===== src/rtl/rot_pkg.sv =====
// Shared types and constants for the rotator issue queue slice.
package rot_pkg;

  localparam int ROT_DATA_W = 8;
  localparam int ROT_AMT_W  = 3;

  typedef struct packed {
    logic [ROT_DATA_W-1:0] data;
    logic [ROT_AMT_W-1:0]  amt;
  } rot_req_t;

  typedef enum logic {
    R_EMPTY = 1'b0,
    R_FULL  = 1'b1
  } res_state_t;

endpackage


===== src/rtl/rot_issue_queue_if.sv =====
// Request, rotator and result signals of the rotator issue queue.
// master = surrounding logic (producer, rotator, consumer); slave = the queue.
interface rot_issue_queue_if;
  import rot_pkg::*;

  logic                  in_valid;
  logic                  in_ready;
  logic [ROT_DATA_W-1:0] in_data;
  logic [ROT_AMT_W-1:0]  in_amt;
  logic [ROT_DATA_W-1:0] rot_data;
  logic [ROT_AMT_W-1:0]  rot_sel;
  logic [ROT_DATA_W-1:0] rot_result;
  logic                  out_valid;
  logic                  out_ready;
  logic [ROT_DATA_W-1:0] out_data;
  logic                  err;

  modport master (
    output in_valid, in_data, in_amt, rot_result, out_ready,
    input  in_ready, rot_data, rot_sel, out_valid, out_data, err
  );

  modport slave (
    input  in_valid, in_data, in_amt, rot_result, out_ready,
    output in_ready, rot_data, rot_sel, out_valid, out_data, err
  );

endinterface


===== src/rtl/rot_req_fifo.sv =====
// Request FIFO: storage plus extended pointers; full/empty from pointer compare.
// Storage is not reset; the head reads as zero when empty.
module rot_req_fifo
  import rot_pkg::*;
#(
  parameter int DEPTH = 4
) (
  input  logic     clk,
  input  logic     rst,
  input  logic     push,
  input  rot_req_t wr_req,
  input  logic     pop,
  output rot_req_t head,
  output logic     full,
  output logic     empty
);

  localparam int AW = $clog2(DEPTH);
  localparam logic [AW:0] PTR_INC = {{AW{1'b0}}, 1'b1};

  logic [AW:0] wr_ptr;
  logic [AW:0] rd_ptr;
  rot_req_t    mem [DEPTH];

  // Pointer update; the extra MSB distinguishes full from empty on wrap.
  always_ff @(posedge clk or posedge rst) begin
    if (rst) begin
      wr_ptr <= '0;
      rd_ptr <= '0;
    end else begin
      if (push) wr_ptr <= wr_ptr + PTR_INC;
      if (pop)  rd_ptr <= rd_ptr + PTR_INC;
    end
  end

  // Storage write; push is only ever issued when not full.
  always_ff @(posedge clk) begin
    if (push) mem[wr_ptr[AW-1:0]] <= wr_req;
  end

  assign empty = (wr_ptr == rd_ptr);
  assign full  = (wr_ptr[AW] != rd_ptr[AW]) && (wr_ptr[AW-1:0] == rd_ptr[AW-1:0]);
  assign head  = empty ? '0 : mem[rd_ptr[AW-1:0]];

endmodule


===== src/rtl/rot_issue_queue.sv =====
// Issue queue around an external combinational 8-bit right rotator:
// request FIFO -> rot_data/rot_sel -> rotator -> rot_result -> result register.
// Optional macro ROT_SELF_CHECK_EN adds a behavioural rotate model that sets
// a sticky err on any rot_result mismatch; without it err is tied low.
module rot_issue_queue
  import rot_pkg::*;
#(
  parameter int DEPTH  = 4,
  parameter int DATA_W = 8
) (
  input logic              clk,
  input logic              rst,
  rot_issue_queue_if.slave bus
);

  rot_req_t    wr_req;
  rot_req_t    head;
  logic        full;
  logic        empty;
  logic        push;
  logic        pop;
  res_state_t  state_q;
  res_state_t  state_d;
  logic [DATA_W-1:0] res_data_p1;

  assign wr_req = '{data: bus.in_data, amt: bus.in_amt};

  // in_ready comes from FIFO occupancy alone, never from out_ready.
  assign bus.in_ready = ~full;
  assign push         = bus.in_valid & ~full;
  assign pop          = ~empty & ((state_q == R_EMPTY) | bus.out_ready);

  rot_req_fifo #(.DEPTH(DEPTH)) u_fifo (
    .clk    (clk),
    .rst    (rst),
    .push   (push),
    .wr_req (wr_req),
    .pop    (pop),
    .head   (head),
    .full   (full),
    .empty  (empty)
  );

  assign bus.rot_data = head.data;
  assign bus.rot_sel  = head.amt;

  // Result FSM state register.
  always_ff @(posedge clk or posedge rst) begin
    if (rst) state_q <= R_EMPTY;
    else     state_q <= state_d;
  end

  // Result FSM next state: fill on pop, drain when consumed with nothing behind.
  always_comb begin
    state_d = state_q;
    case (state_q)
      R_EMPTY: if (pop) state_d = R_FULL;
      R_FULL:  if (bus.out_ready && !pop) state_d = R_EMPTY;
      default: state_d = R_EMPTY;
    endcase
  end

  // ---- stage p1: rotator output captured into the result register ----
  // Result data capture; held while the consumer stalls.
  always_ff @(posedge clk or posedge rst) begin
    if (rst)      res_data_p1 <= '0;
    else if (pop) res_data_p1 <= bus.rot_result;
  end

  assign bus.out_valid = (state_q == R_FULL);
  assign bus.out_data  = res_data_p1;

`ifdef ROT_SELF_CHECK_EN
  logic err_q;

  function automatic logic [ROT_DATA_W-1:0] ror_model(input rot_req_t r);
    return ROT_DATA_W'({r.data, r.data} >> r.amt);
  endfunction

  // Sticky mismatch flag comparing the rotator against the model on each pop.
  always_ff @(posedge clk or posedge rst) begin
    if (rst)                                          err_q <= 1'b0;
    else if (pop && (ror_model(head) != bus.rot_result)) err_q <= 1'b1;
  end

  assign bus.err = err_q;
`else
  assign bus.err = 1'b0;
`endif

endmodule

===== src/flat_wrapper.sv =====
// flat-port wrapper written by rule: the top's interface ports become plain ports
module rot_issue_queue_flat import rot_pkg::*;
#(
  parameter int DEPTH  = 4,
  parameter int DATA_W = 8
)
  (clk, rst, bus_in_valid, bus_in_data, bus_in_amt, bus_rot_result, bus_out_ready, bus_in_ready, bus_rot_data, bus_rot_sel, bus_out_valid, bus_out_data, bus_err);
  rot_issue_queue_if bus_i ();
  input logic clk;
  input logic rst;
  input wire logic [$bits(bus_i.in_valid)-1:0] bus_in_valid;
  input wire logic [$bits(bus_i.in_data)-1:0] bus_in_data;
  input wire logic [$bits(bus_i.in_amt)-1:0] bus_in_amt;
  input wire logic [$bits(bus_i.rot_result)-1:0] bus_rot_result;
  input wire logic [$bits(bus_i.out_ready)-1:0] bus_out_ready;
  output wire logic [$bits(bus_i.in_ready)-1:0] bus_in_ready;
  output wire logic [$bits(bus_i.rot_data)-1:0] bus_rot_data;
  output wire logic [$bits(bus_i.rot_sel)-1:0] bus_rot_sel;
  output wire logic [$bits(bus_i.out_valid)-1:0] bus_out_valid;
  output wire logic [$bits(bus_i.out_data)-1:0] bus_out_data;
  output wire logic [$bits(bus_i.err)-1:0] bus_err;
  assign bus_i.in_valid = bus_in_valid;
  assign bus_i.in_data = bus_in_data;
  assign bus_i.in_amt = bus_in_amt;
  assign bus_i.rot_result = bus_rot_result;
  assign bus_i.out_ready = bus_out_ready;
  assign bus_in_ready = bus_i.in_ready;
  assign bus_rot_data = bus_i.rot_data;
  assign bus_rot_sel = bus_i.rot_sel;
  assign bus_out_valid = bus_i.out_valid;
  assign bus_out_data = bus_i.out_data;
  assign bus_err = bus_i.err;
  rot_issue_queue #(.DEPTH(DEPTH), .DATA_W(DATA_W)) u_core (.clk(clk), .rst(rst), .bus(bus_i));
endmodule

===== config.mk =====
export PLATFORM = sky130hd
export DESIGN_NAME = rot_issue_queue_flat
export DESIGN_NICKNAME = d
export VERILOG_FILES = /design/src/rtl/rot_pkg.sv /design/src/rtl/rot_issue_queue_if.sv /design/src/rtl/rot_req_fifo.sv /design/src/rtl/rot_issue_queue.sv /design/src/flat_wrapper.sv
export SDC_FILE = /design/constraint.sdc
export NUM_CORES = 1
export LEC_CHECK = 0
export CAP_MARGIN = 20
export CORE_MARGIN = 2
export CORE_UTILIZATION = 35
export CTS_CLUSTER_DIAMETER = 100
export DETAILED_ROUTE_END_ITERATION = 6
export PLACE_DENSITY_LB_ADDON = 0.15
export SLEW_MARGIN = 20
export SYNTH_ARGS = -nofsm -noshare
export SYNTH_HDL_FRONTEND = slang
export SYNTH_SLANG_ARGS = --single-unit

===== constraint.sdc =====
create_clock -name clk -period 3.71 [get_ports clk]
set_clock_uncertainty 0.05 [all_clocks]
set_input_delay 0.742 -clock clk [delete_from_list [all_inputs] [get_ports clk]]
set_output_delay 0.742 -clock clk [all_outputs]
set_load 0.02 [all_outputs]

### Word level (Yosys, flattened, before mapping)

Memories as Yosys holds them, arrays and structs flattened.
Index checks and enable logic that the tools add are counted.

* flip-flop bits (word level): 15
* RAM bits: 44
* bits of input ports: 23
* output and inout bits: 22
* word-level logic and storage cells: 25
* memories kept: 1

* add/sub/neg operators: 2
* equal/unequal tests: 3
* muxes and demuxes: 6
* bitwise gates (word level): 6
* reductions and logical operators: 3

Memory list
* u_core.u_fifo.mem: depth 4, bits a word 11, read ports 1, clocked after Yosys merged registers in 0, wr ports 1, line rot_req_fifo.sv:23 `rot_req_t mem [DEPTH];`

Operators by type and width (number)
* 11-bit two-way mux: 1
* 3-bit by 1-bit adder with 3-bit output (second input constant): 2
* 1-bit two-way mux: 4
* 3-bit == test: 1
* 1-bit NOT: 3
* 1-bit AND: 2
* 2-bit == test: 1
* 1-bit logical AND: 2
* 1-bit case mux with 2 select lines: 1
* 1-bit logical NOT: 1
* 1-bit inequality test: 1
* 1-bit OR: 1

### Depth between registers and ports, before layout

Gate-level depths: netlist (run 1).

* word-level depth: 7
* depth in mapped cells: 4
* gate-level depth less buffers: 3

### Modules after synthesis

From an unflattened synthesis (run 1), not the netlist that was laid out.

* cells, all modules: 129
* area, all modules: 2426.1 um^2

By module, submodules not included
* rot_req_fifo: times used 1, cells an instance 103, area an instance 2057.0 um^2, seq. area each 1471.4 um^2
* rot_issue_queue: times used 1, cells an instance 26, area an instance 369.1 um^2, seq. area each 225.2 um^2

### Worst setup path before layout (run 1)

No wires, ideal clock.

* path kind: reg2out
* start point: register u_core.u_fifo.rd_ptr[0]
* end point: output port bus_rot_data[2]
* arrival: 1425 ps
* data required time: 2918 ps
* setup slack: 1493 ps
* stages on the path, launching flop included: 4
* path buffers: 1
* cells stage by stage: dfrtp_1 -> buf_4 -> mux4_2 -> and2b_1

* longest elaborated chain between the ends: 2
* elaborated cells on any way between the ends: 3
* those cells by class: eq/ne (1); mux (1); memory (1)

Ends and longest elaborated chain
* start: declaration: line rot_req_fifo.sv:22 `logic [AW:0] rd_ptr;`
* start signal: assignment: line rot_req_fifo.sv:32 `if (pop) rd_ptr <= rd_ptr + PTR_INC;`
* memory 4 x 11 bit or 3-bit == test (tied branches)
* 11-bit two-way mux (*): line rot_req_fifo.sv:43 `assign head = empty ? '0 : mem[rd_ptr[AW-1:0]];`
* end: declaration: line flat_wrapper.sv:17 `output wire logic [$bits(bus_i.rot_data)-1:0] bus_rot_data;`

Every way passes the cells marked *; elsewhere a longest branch is shown, timed or not.

### Final worst setup path (run 1)

* start point: register u_core.u_fifo.rd_ptr[0]
* end point: output port bus_rot_data[5]

Same word-level chain as after synthesis.

==> results of run 1 <==
-- stage by stage --
step | std cells | setup WS [ps]
after floorplan | 125 | 1490
after global placement | 247 | 753
after detailed placement | 247 | 722
after CTS | 263 | 350
after global routing | 263 | 277
final | 263 | 433
-- layout make-up --
class | instances | area [um2]
fillers | 586 | 3580
flip-flops and latches | 59 | 1700
multi-input cells | 57 | 692
repair buffers | 47 | 460
clock buffers | 11 | 131
well taps | 80 | 100
clock inverters | 5 | 77.6
inverters | 4 | 15.0
-- routing by layer --
layer | track usage, % | share of wire, % | up-vias | wire length [um]
li1 | - | - | 578 | -
met3 | 4.55 | 5.0 | 5 | 229
met2 | 22.0 | 50 | 40 | 2330
met1 | 16.2 | 43 | 633 | 2000
met4 | 6.29 | 1.5 | 0 | 70
met5 | 0 | 0 | - | 0
-- flip-flops by register name, indices dropped and copies added, names as in the netlist --
name / cells
u_core.u_fifo.mem: 44
u_core.bus.out_data: 8
u_core.u_fifo.rd_ptr: 3
u_core.u_fifo.wr_ptr: 3
u_core.bus.out_valid: 1
-- cell usage in the layout, fill, tap and decap left out, types with 2 or more instances in the layout --
| cell type | netlist | layout |
|---|---|---|
| clkbuf_1 | 2 | 2 |
| inv_1 | 4 | 4 |
| mux2_4 | 9 | 9 |
| o31a_1 | 2 | 2 |
| clkbuf_8 | 0 | 9 |
| nor2b_1 | 6 | 6 |
| clkinv_2 | 0 | 2 |
| xor2_1 | 3 | 3 |
| dfrtp_1 | 15 | 15 |
| mux4_2 | 10 | 10 |
| and2_1 | 3 | 3 |
| bufinv_16 | 0 | 2 |
| clkdlybuf4s50_1 | 0 | 43 |
| and2b_1 | 5 | 5 |
| buf_4 | 2 | 4 |
| ha_1 | 5 | 5 |
| edfxtp_1 | 44 | 44 |
| xnor2_1 | 4 | 4 |
-- worst max-delay path, delay by kind of cell (launching register included) --
family / cells / cell delay [ps]
buffers and inverters: 2 / 820
flip-flops: 1 / 670
multiplexers: 1 / 510
AND/OR/NAND/NOR: 1 / 170
-- logic make-up (layout without fill, tap and decap cells) --
logic type / Yosys count / count (layout) / synth area share (%)
XOR/XNOR: 8 / 8 / 3.18
buffers and inverters: 9 / 67 / 2.00
other: 1 / 1 / 0.154
adder cells (fa/ha/maj): 5 / 5 / 2.57
flip-flops: 59 / 59 / 69.6
AO/OA/AOI/OAI: 4 / 4 / 1.44
multiplexers: 21 / 21 / 16.3
AND/OR/NAND/NOR: 18 / 18 / 4.72
-- power by group through the flow --
stage	logic, mW	registers (mW)	clock network [mW]
after floorplan	0.828	1.08	0
after global placement	1.42	1.04	0
after detailed placement	1.43	1.05	0
after CTS	1.44	1.04	0.640
after global routing	1.52	1.05	0.673
final	1.40	1.03	0.623
-- worst max path at each step --
| stage | start | to | slack, ps | depth (start not counted) |
|---|---|---|---|---|
| final | u_core.u_fifo.rd_ptr[0] | bus_rot_data[5] | 430 | 4 |
| after global routing | u_core.u_fifo.rd_ptr[0] | bus_rot_data[5] | 280 | 4 |
| after CTS | u_core.u_fifo.rd_ptr[0] | bus_rot_data[5] | 350 | 4 |
| after detailed placement | u_core.u_fifo.rd_ptr[0] | bus_rot_data[7] | 720 | 4 |
| after global placement | u_core.u_fifo.rd_ptr[0] | bus_rot_sel[0] | 750 | 4 |
| after floorplan | u_core.u_fifo.rd_ptr[0] | bus_rot_data[2] | 1490 | 3 |
==> flow_summary_export.csv, run 1 <==
group,metric,value,unit
status,status,"finished clean",
final_layout,area_growth,30.2,%
final_layout,nets,206,
synth,synth.avg_cell_area,19.5,um2
sta,period_share,88.3,%
sta,finalSetupTns,0,ps
synth,synth_top_area_cell,"edfxtp_1",
setup_path,worstPathRequired,2920,ps
setup_path,r2r_start,"u_core.u_fifo.rd_ptr[0]",
detailed_routing,viasPerCell,4.78,
final_layout,antenna_cells,0,
setup_path,cp_max_fo,9,
power_and_ir_drop,combPwrFrac,45.9,%
power_and_ir_drop,p_sw,1.03,mW
sta,rsz0062_at_grt,"no",
synth,synth_common_cells,"edfxtp_1, dfrtp_1, mux4_2",
detailed_routing,vias,1256,
setup_path,reg2reg_depth,3,
cts,cts_tree,"built",
sta,drv_slew,0,
detailed_routing,first_iter_violations,53,
global_routing,grt_start_max_net_pins,16,
setup_path,worstSetupEndpointType,"output pin",
power_and_ir_drop,leakage,1.17,nW
synth,synth_area,2440,um2
sta,finalSetupViolCount,0,
final_layout,fin_util,47.0,%
sta,min_period,3280,ps
placed_design,dpl.hpwl,3.00,mm
sta,hold_viol,0,
sta,tightestPinTransition,724,ps
setup_path,crit_path_top_delay_cell,"dfrtp_1",
synth,async_flop_share,25.4,%
power_and_ir_drop,p_clk_share,20.4,%
floorplan,die_h,87.5,um
hold_path,hp-class,"reg -> reg",
power_and_ir_drop,peakVddDrop,0.000392,V
power_and_ir_drop,netSwitchingFraction,33.7,%
synth,synth_area_leaders,"edfxtp_1, dfrtp_1, mux4_2",
cts,ctsResizeCount,0,
setup_path,slowest_delay,670,ps
setup_path,start_kind,"flip-flop",
setup_path,arrival,2490,ps
floorplan,ios,45,
power_and_ir_drop,seq_power_share,33.7,%
floorplan,core_area,6760,um2
cts,cts_setup_buffers,0,
hold_path,hp-start,"u_core.bus.out_data[0]",
placed_design,place.gp.congestion,0.713,
sta,slew_headroom,51.8,%
floorplan,dieWidth,87.5,um
global_routing,antenna_found_initial,0,
sta,hold_ws,459,ps
synth,synth.distinct_cells,25,
synth,synth_top_area_share,54.2,%
synth,synth.most_common_cell,"edfxtp_1",
synth,synth_edf_count,44,
final_layout,drive_gt1_share,21.3,%
global_routing,grt_usage,13.5,%
cts,cts_made_buffers,9,
synth,yosysWarnings,0,
cts,clkLatencyLatePin,330,ps
global_routing,grt_pass1_vias,1382,
cts,postCtsHoldBufs,0,
synth,synthCells,125,
detailed_routing,wl,4.62,mm
setup_path,rr_endpoint,"u_core.u_fifo.mem[0][1]",
hold_path,hold_path_end,"u_core.bus.out_data[0]",
cts,clock-sinks,59,
run,maxCapViolCount,0,
setup_path,path_cells,"buf_4, mux4_2, and2b_1, clkdlybuf4s50_1",
detailed_routing,wl_per_cell,17.6,um
cts,clk_pin_slew,60,ps
detailed_routing,antenna_left,0,
global_routing,grt_pass1_wl,7.24,mm
synth,syn_nets,153,
placed_design,port_buffers,43,
hold_path,hold_depth,1,
power_and_ir_drop,power_per_cell_area,964,nW/um2
setup_path,path_class,"reg -> out",
final_layout,fin_area,3170,um2
synth,synth.yosys.seq_area_share,69.6,%
detailed_routing,drc,0,
global_routing,grt_overflow,0,
placed_design,placed_cell_area,2960,um2
floorplan,rows,30,
floorplan,initial_utilization,36.1,%
cts,htreeDepth,3,
setup_path,r2r_setup_slack,1470,ps
power_and_ir_drop,power,3.06,mW
detailed_routing,firstDrtPassIters,4,
power_and_ir_drop,internal-power,2.03,mW
synth,yosys_register_bits,59,
synth,synth-main-ff-cell,"edfxtp_1",
sta,fmaxAchievable,305,MHz
floorplan,die_area,7650,um2
cts,cts_buffer_depth,2,
cts,cts-root-buf,"clkbuf_8",
Note: power is estimated with default switching activity, not from simulation.
==> run 2, diff against run 1 <==
CORE_MARGIN = default   (was 2)
==> flow_summary_export.csv, run 2 (synthesis results as in run 1) <==
group,metric,value,unit
status,status,"finished clean",
global_routing,grtUsageMet1,16.2,%
final_layout,num-fill-cells,579,
setup_path,reg2reg_depth,3,
final_layout,final_cell_mix,"edfxtp_1, clkdlybuf4s50_1, dfrtp_1",
power_and_ir_drop,power_per_cell_area,953,nW/um2
detailed_routing,first_iter_violations,72,
cts,clk_pin_slew,70,ps
cts,cts_made_buffers,9,
setup_path,path_buf_inv,2,
sta,slew_headroom,54.0,%
sta,finalSetupTns,0,ps
cts,cts_buffer_depth,2,
final_layout,final_common_cell,"edfxtp_1",
setup_path,slowest_delay,670,ps
setup_path,r2r_setup_slack,1520,ps
floorplan,initial_utilization,36.1,%
cts,ctsResizeCount,0,
hold_path,hp-class,"reg -> reg",
setup_path,worstSetupEndpointType,"output pin",
run,maxCapViolCount,0,
setup_path,start_kind,"flip-flop",
cts,clock-sinks,59,
placed_design,place.gp.congestion,0.722,
sta,finalSetupViolCount,0,
cts,cts_tree,"built",
global_routing,met2_usage,23.2,%
detailed_routing,wl,4.46,mm
detailed_routing,firstDrtPassIters,4,
floorplan,die_area,7300,um2
setup_path,cp.depth,4,
floorplan,core_area,6760,um2
final_layout,antenna_cells,0,
global_routing,antenna_found_initial,0,
power_and_ir_drop,leakage,1.16,nW
hold_path,hold_depth,1,
global_routing,grt_usage,14.0,%
sta,min_period,3290,ps
setup_path,crit_path_top_delay_cell,"dfrtp_1",
floorplan,dieWidth,85.5,um
global_routing,grt_pass1_wl,7.36,mm
cts,htreeDepth,3,
cts,cts_setup_buffers,0,
floorplan,ios,45,
power_and_ir_drop,peakVddDrop,0.000408,V
global_routing,grt_overflow,0,
placed_design,port_buffers,43,
sta,hold_viol,0,
sta,rsz0062_at_grt,"no",
global_routing,top_usage_layer,"met2",
setup_path,cp_top_family,"buffers and inverters",
final_layout,nets,205,
power_and_ir_drop,power,3.01,mW
final_layout,area_growth,29.5,%
final_layout,drive_gt1_share,22.0,%
global_routing,grt_pass1_vias,1453,
setup_path,worstPathRequired,2920,ps
final_layout,largest_reg_flops,44,
cts,cts-root-buf,"clkbuf_8",
detailed_routing,wl_per_cell,17.0,um
setup_path,cp_max_fo,9,
detailed_routing,antenna_left,0,
sta,fmaxAchievable,304,MHz
sta,drv_slew,0,
global_routing,grt_start_max_net_pins,16,
detailed_routing,viasPerCell,4.81,
placed_design,dpl.hpwl,2.92,mm
cts,clkLatencyLatePin,340,ps
floorplan,die_h,85.5,um
setup_path,path_class,"reg -> out",
sta,tightestPinTransition,690,ps
detailed_routing,drc,0,
sta,period_share,88.6,%
setup_path,path_cells,"buf_4, mux4_2, and2b_1, clkdlybuf4s50_1",
detailed_routing,vias,1259,
floorplan,rows,30,
global_routing,grt_util_met3,6.03,%
cts,postCtsHoldBufs,0,
setup_path,arrival,2490,ps
run 2: cell types whose count changed in the layout (fill, tap and decap cells not counted):
cell,change
clkbuf_1,-2
inv_6,+2
buf_4,-1
bufinv_16,-1
clkinv_2,-1
clkinv_4,+1
clkinvlp_4,+1
run 2: layout make-up:
type | instances | area (um2) | share of cell area, %
Sequential cell | 59 | 1700 | 53.7
Multi-Input combinational cell | 57 | 692 | 21.9
Clock inverter | 7 | 76.3 | 2.42
Tap cell | 80 | 100 | 3.17
Timing Repair Buffer | 46 | 453 | 14.3
Inverter | 4 | 15.0 | 0.476
Clock buffer | 9 | 124 | 3.92
run 2: where the power goes:
part	leakage [nW]	total, mW	switching, mW	internal, mW
combinational	0.487	1.39	0.670	0.718
clock	0.0962	0.590	0.276	0.314
sequential	0.576	1.03	0.108	0.921
run 2: metal layers:
layer,routed length [um],vias up
met4,65,0
li1,-,577
met5,0,-
met2,2260,45
met3,295,8
met1,1850,629
run 2: worst register-to-register path: stages, from the launching register on:
cell and delay [ps]:
dfrtp_1 670, xor2_2 290, o31a_1 250, and2_1 550
run 2: worst paths after layout:
path / start / end
setup reg to reg: u_core.u_fifo.rd_ptr[0] / u_core.u_fifo.mem[0][0]
hold / removal: u_core.bus.out_data[0] / u_core.bus.out_data[0]
setup / recovery: u_core.u_fifo.rd_ptr[0] / bus_rot_data[5]
max in group asynchronous: rst / u_core.bus.out_data[6]
hold reg to reg: u_core.bus.out_data[0] / u_core.bus.out_data[0]
min in group asynchronous: rst / u_core.bus.out_data[7]
run 2: through the flow:
step	hold WS, ps	util, %	instances	setup slack (ps)	cell area [um2]
CTS	467	46.7	262	342	3160
detailed placement	446	43.8	246	726	2960
global route	476	46.7	262	174	3160
finish	459	46.7	262	423	3160
global placement	443	43.8	246	761	2960
floorplan	452	-	125	1490	2440
==> run 3, diff against run 2 <==
MAX_ROUTING_LAYER = met4   (was default)
==> flow_summary_export.csv, run 3 (synthesis results as in run 1) <==
group,metric,value,unit
global_routing,grt_usage,14.5,%
global_routing,grt_pass1_wl,7.36,mm
detailed_routing,first_iter_violations,72,
setup_path,arrival,2500,ps
cts,htreeDepth,3,
sta,hold_viol,0,
global_routing,grt_start_max_net_pins,16,
final_layout,largest_reg_flops,44,
cts,postCtsHoldBufs,0,
placed_design,port_buffers,43,
power_and_ir_drop,power_per_cell_area,953,nW/um2
floorplan,ios,45,
cts,cts_made_buffers,9,
hold_path,hp-class,"reg -> reg",
detailed_routing,drc,0,
cts,cts_buffer_depth,2,
hold_path,hp-start,"u_core.bus.out_data[0]",
cts,ctsResizeCount,0,
sta,drv_slew,0,
setup_path,slowest_delay,670,ps
sta,min_period,3290,ps
power_and_ir_drop,seq_power_share,34.2,%
final_layout,nets,205,
setup_path,r2r_setup_slack,1530,ps
power_and_ir_drop,internal-power,1.95,mW
floorplan,die_h,85.5,um
setup_path,start_kind,"flip-flop",
detailed_routing,wl,4.46,mm
setup_path,cp_max_fo,9,
setup_path,rr_endpoint,"u_core.u_fifo.mem[2][8]",
power_and_ir_drop,peakVddDrop,0.000408,V
power_and_ir_drop,power,3.01,mW
setup_path,path_class,"reg -> out",
sta,finalSetupViolCount,0,
status,status,"finished clean",
power_and_ir_drop,combPwrFrac,46.1,%
cts,clkLatencyLatePin,340,ps
cts,cts_tree,"built",
cts,clk_pin_slew,70,ps
power_and_ir_drop,p_clk_share,19.6,%
detailed_routing,viasPerCell,4.81,
cts,clock-sinks,59,
final_layout,num-fill-cells,579,
floorplan,dieWidth,85.5,um
final_layout,multiInputGateArea,692,um2
floorplan,core_area,6760,um2
floorplan,rows,30,
detailed_routing,firstDrtPassIters,4,
floorplan,initial_utilization,36.1,%
hold_path,hold_depth,1,
setup_path,r2r_start,"u_core.u_fifo.rd_ptr[0]",
setup_path,reg2reg_depth,3,
global_routing,grt_overflow,0,
placed_design,dpl.hpwl,2.92,mm
setup_path,worstPathRequired,2920,ps
sta,slew_headroom,53.7,%
placed_design,place.gp.congestion,0.730,
cts,cts-root-buf,"clkbuf_8",
detailed_routing,antenna_left,0,
power_and_ir_drop,p_sw,1.05,mW
setup_path,worstSetupEndpointType,"output pin",
final_layout,final_cell_mix,"edfxtp_1, clkdlybuf4s50_1, dfrtp_1",
power_and_ir_drop,leakage,1.16,nW
hold_path,hold_path_end,"u_core.bus.out_data[0]",
final_layout,area_growth,29.5,%
run,maxCapViolCount,0,
sta,fmaxAchievable,304,MHz
global_routing,antenna_found_initial,0,
setup_path,crit_path_top_delay_cell,"dfrtp_1",
sta,rsz0062_at_grt,"no",
final_layout,final_common_cell,"edfxtp_1",
detailed_routing,vias,1260,
floorplan,die_area,7300,um2
detailed_routing,wl_per_cell,17.0,um
final_layout,drive_gt1_share,22.0,%
global_routing,grt_pass1_vias,1456,
power_and_ir_drop,netSwitchingFraction,35.1,%
sta,finalSetupTns,0,ps
setup_path,path_cells,"buf_4, mux4_2, and2b_1, clkdlybuf4s50_1",
final_layout,antenna_cells,0,
sta,tightestPinTransition,694,ps
cts,cts_setup_buffers,0,
final_layout,ff_latch_area,1700,um2
sta,period_share,88.6,%
==> run 3: cell counts in the layout (fill, tap and decap cells not counted) <==
Identical to the previous run, type by type.
==> run 3: worst max-delay path, delay by kind of cell, from the launching register on <==
family / cells / cell delay (ps)
simple gates: 1 / 170
flops: 1 / 670
mux: 1 / 500
buf+inv: 2 / 810
==> run 3: how the worst max path moves through the flow <==
stage,cells past startpoint,slack (ps),endpoint,start
finish,4,420,bus_rot_data[5],u_core.u_fifo.rd_ptr[0]
global placement,4,760,bus_rot_data[7],u_core.u_fifo.rd_ptr[0]
CTS,4,340,bus_rot_data[5],u_core.u_fifo.rd_ptr[0]
global route,5,170,bus_rot_data[4],u_core.u_fifo.rd_ptr[0]
detailed placement,4,730,bus_rot_data[5],u_core.u_fifo.rd_ptr[0]
floorplan,3,1490,bus_rot_data[2],u_core.u_fifo.rd_ptr[0]
==> run 3: metal layers <==
layer	wire (um)	global-route usage, %	share of wire (%)
met3	289	5.93	6.5
met5	0	-	0
met2	2250	23.3	50
met4	72	5.45	1.6
met1	1850	16.2	41
==> run 3: cell type report <==
class | count | area share, %
Sequential cell | 59 | 53.7
Multi-Input combinational cell | 57 | 21.9
Timing Repair Buffer | 46 | 14.3
Clock buffer | 9 | 3.92
Tap cell | 80 | 3.17
Clock inverter | 7 | 2.42
Inverter | 4 | 0.476
==> run 3: power groups by stage <==
| stage | clock network (mW) | logic [mW] | registers, mW |
|---|---|---|---|
| CTS | 0.602 | 1.42 | 1.03 |
| global placement | 0 | 1.39 | 1.04 |
| floorplan | 0 | 0.828 | 1.08 |
| detailed placement | 0 | 1.41 | 1.05 |
| global route | 0.628 | 1.50 | 1.05 |
| finish | 0.590 | 1.39 | 1.03 |
==> run 3: stage by stage <==
stage | instance area [um2] | utilization [%] | setup slack (ps) | instances | hold slack [ps]
2_1_floorplan | 2440 | - | 1490 | 125 | 452
3_3_place_gp | 2960 | 43.8 | 761 | 246 | 443
3_5_place_dp | 2960 | 43.8 | 726 | 246 | 446
4_1_cts | 3160 | 46.7 | 342 | 262 | 467
5_1_grt | 3160 | 46.7 | 174 | 262 | 476
6_report | 3160 | 46.7 | 422 | 262 | 459
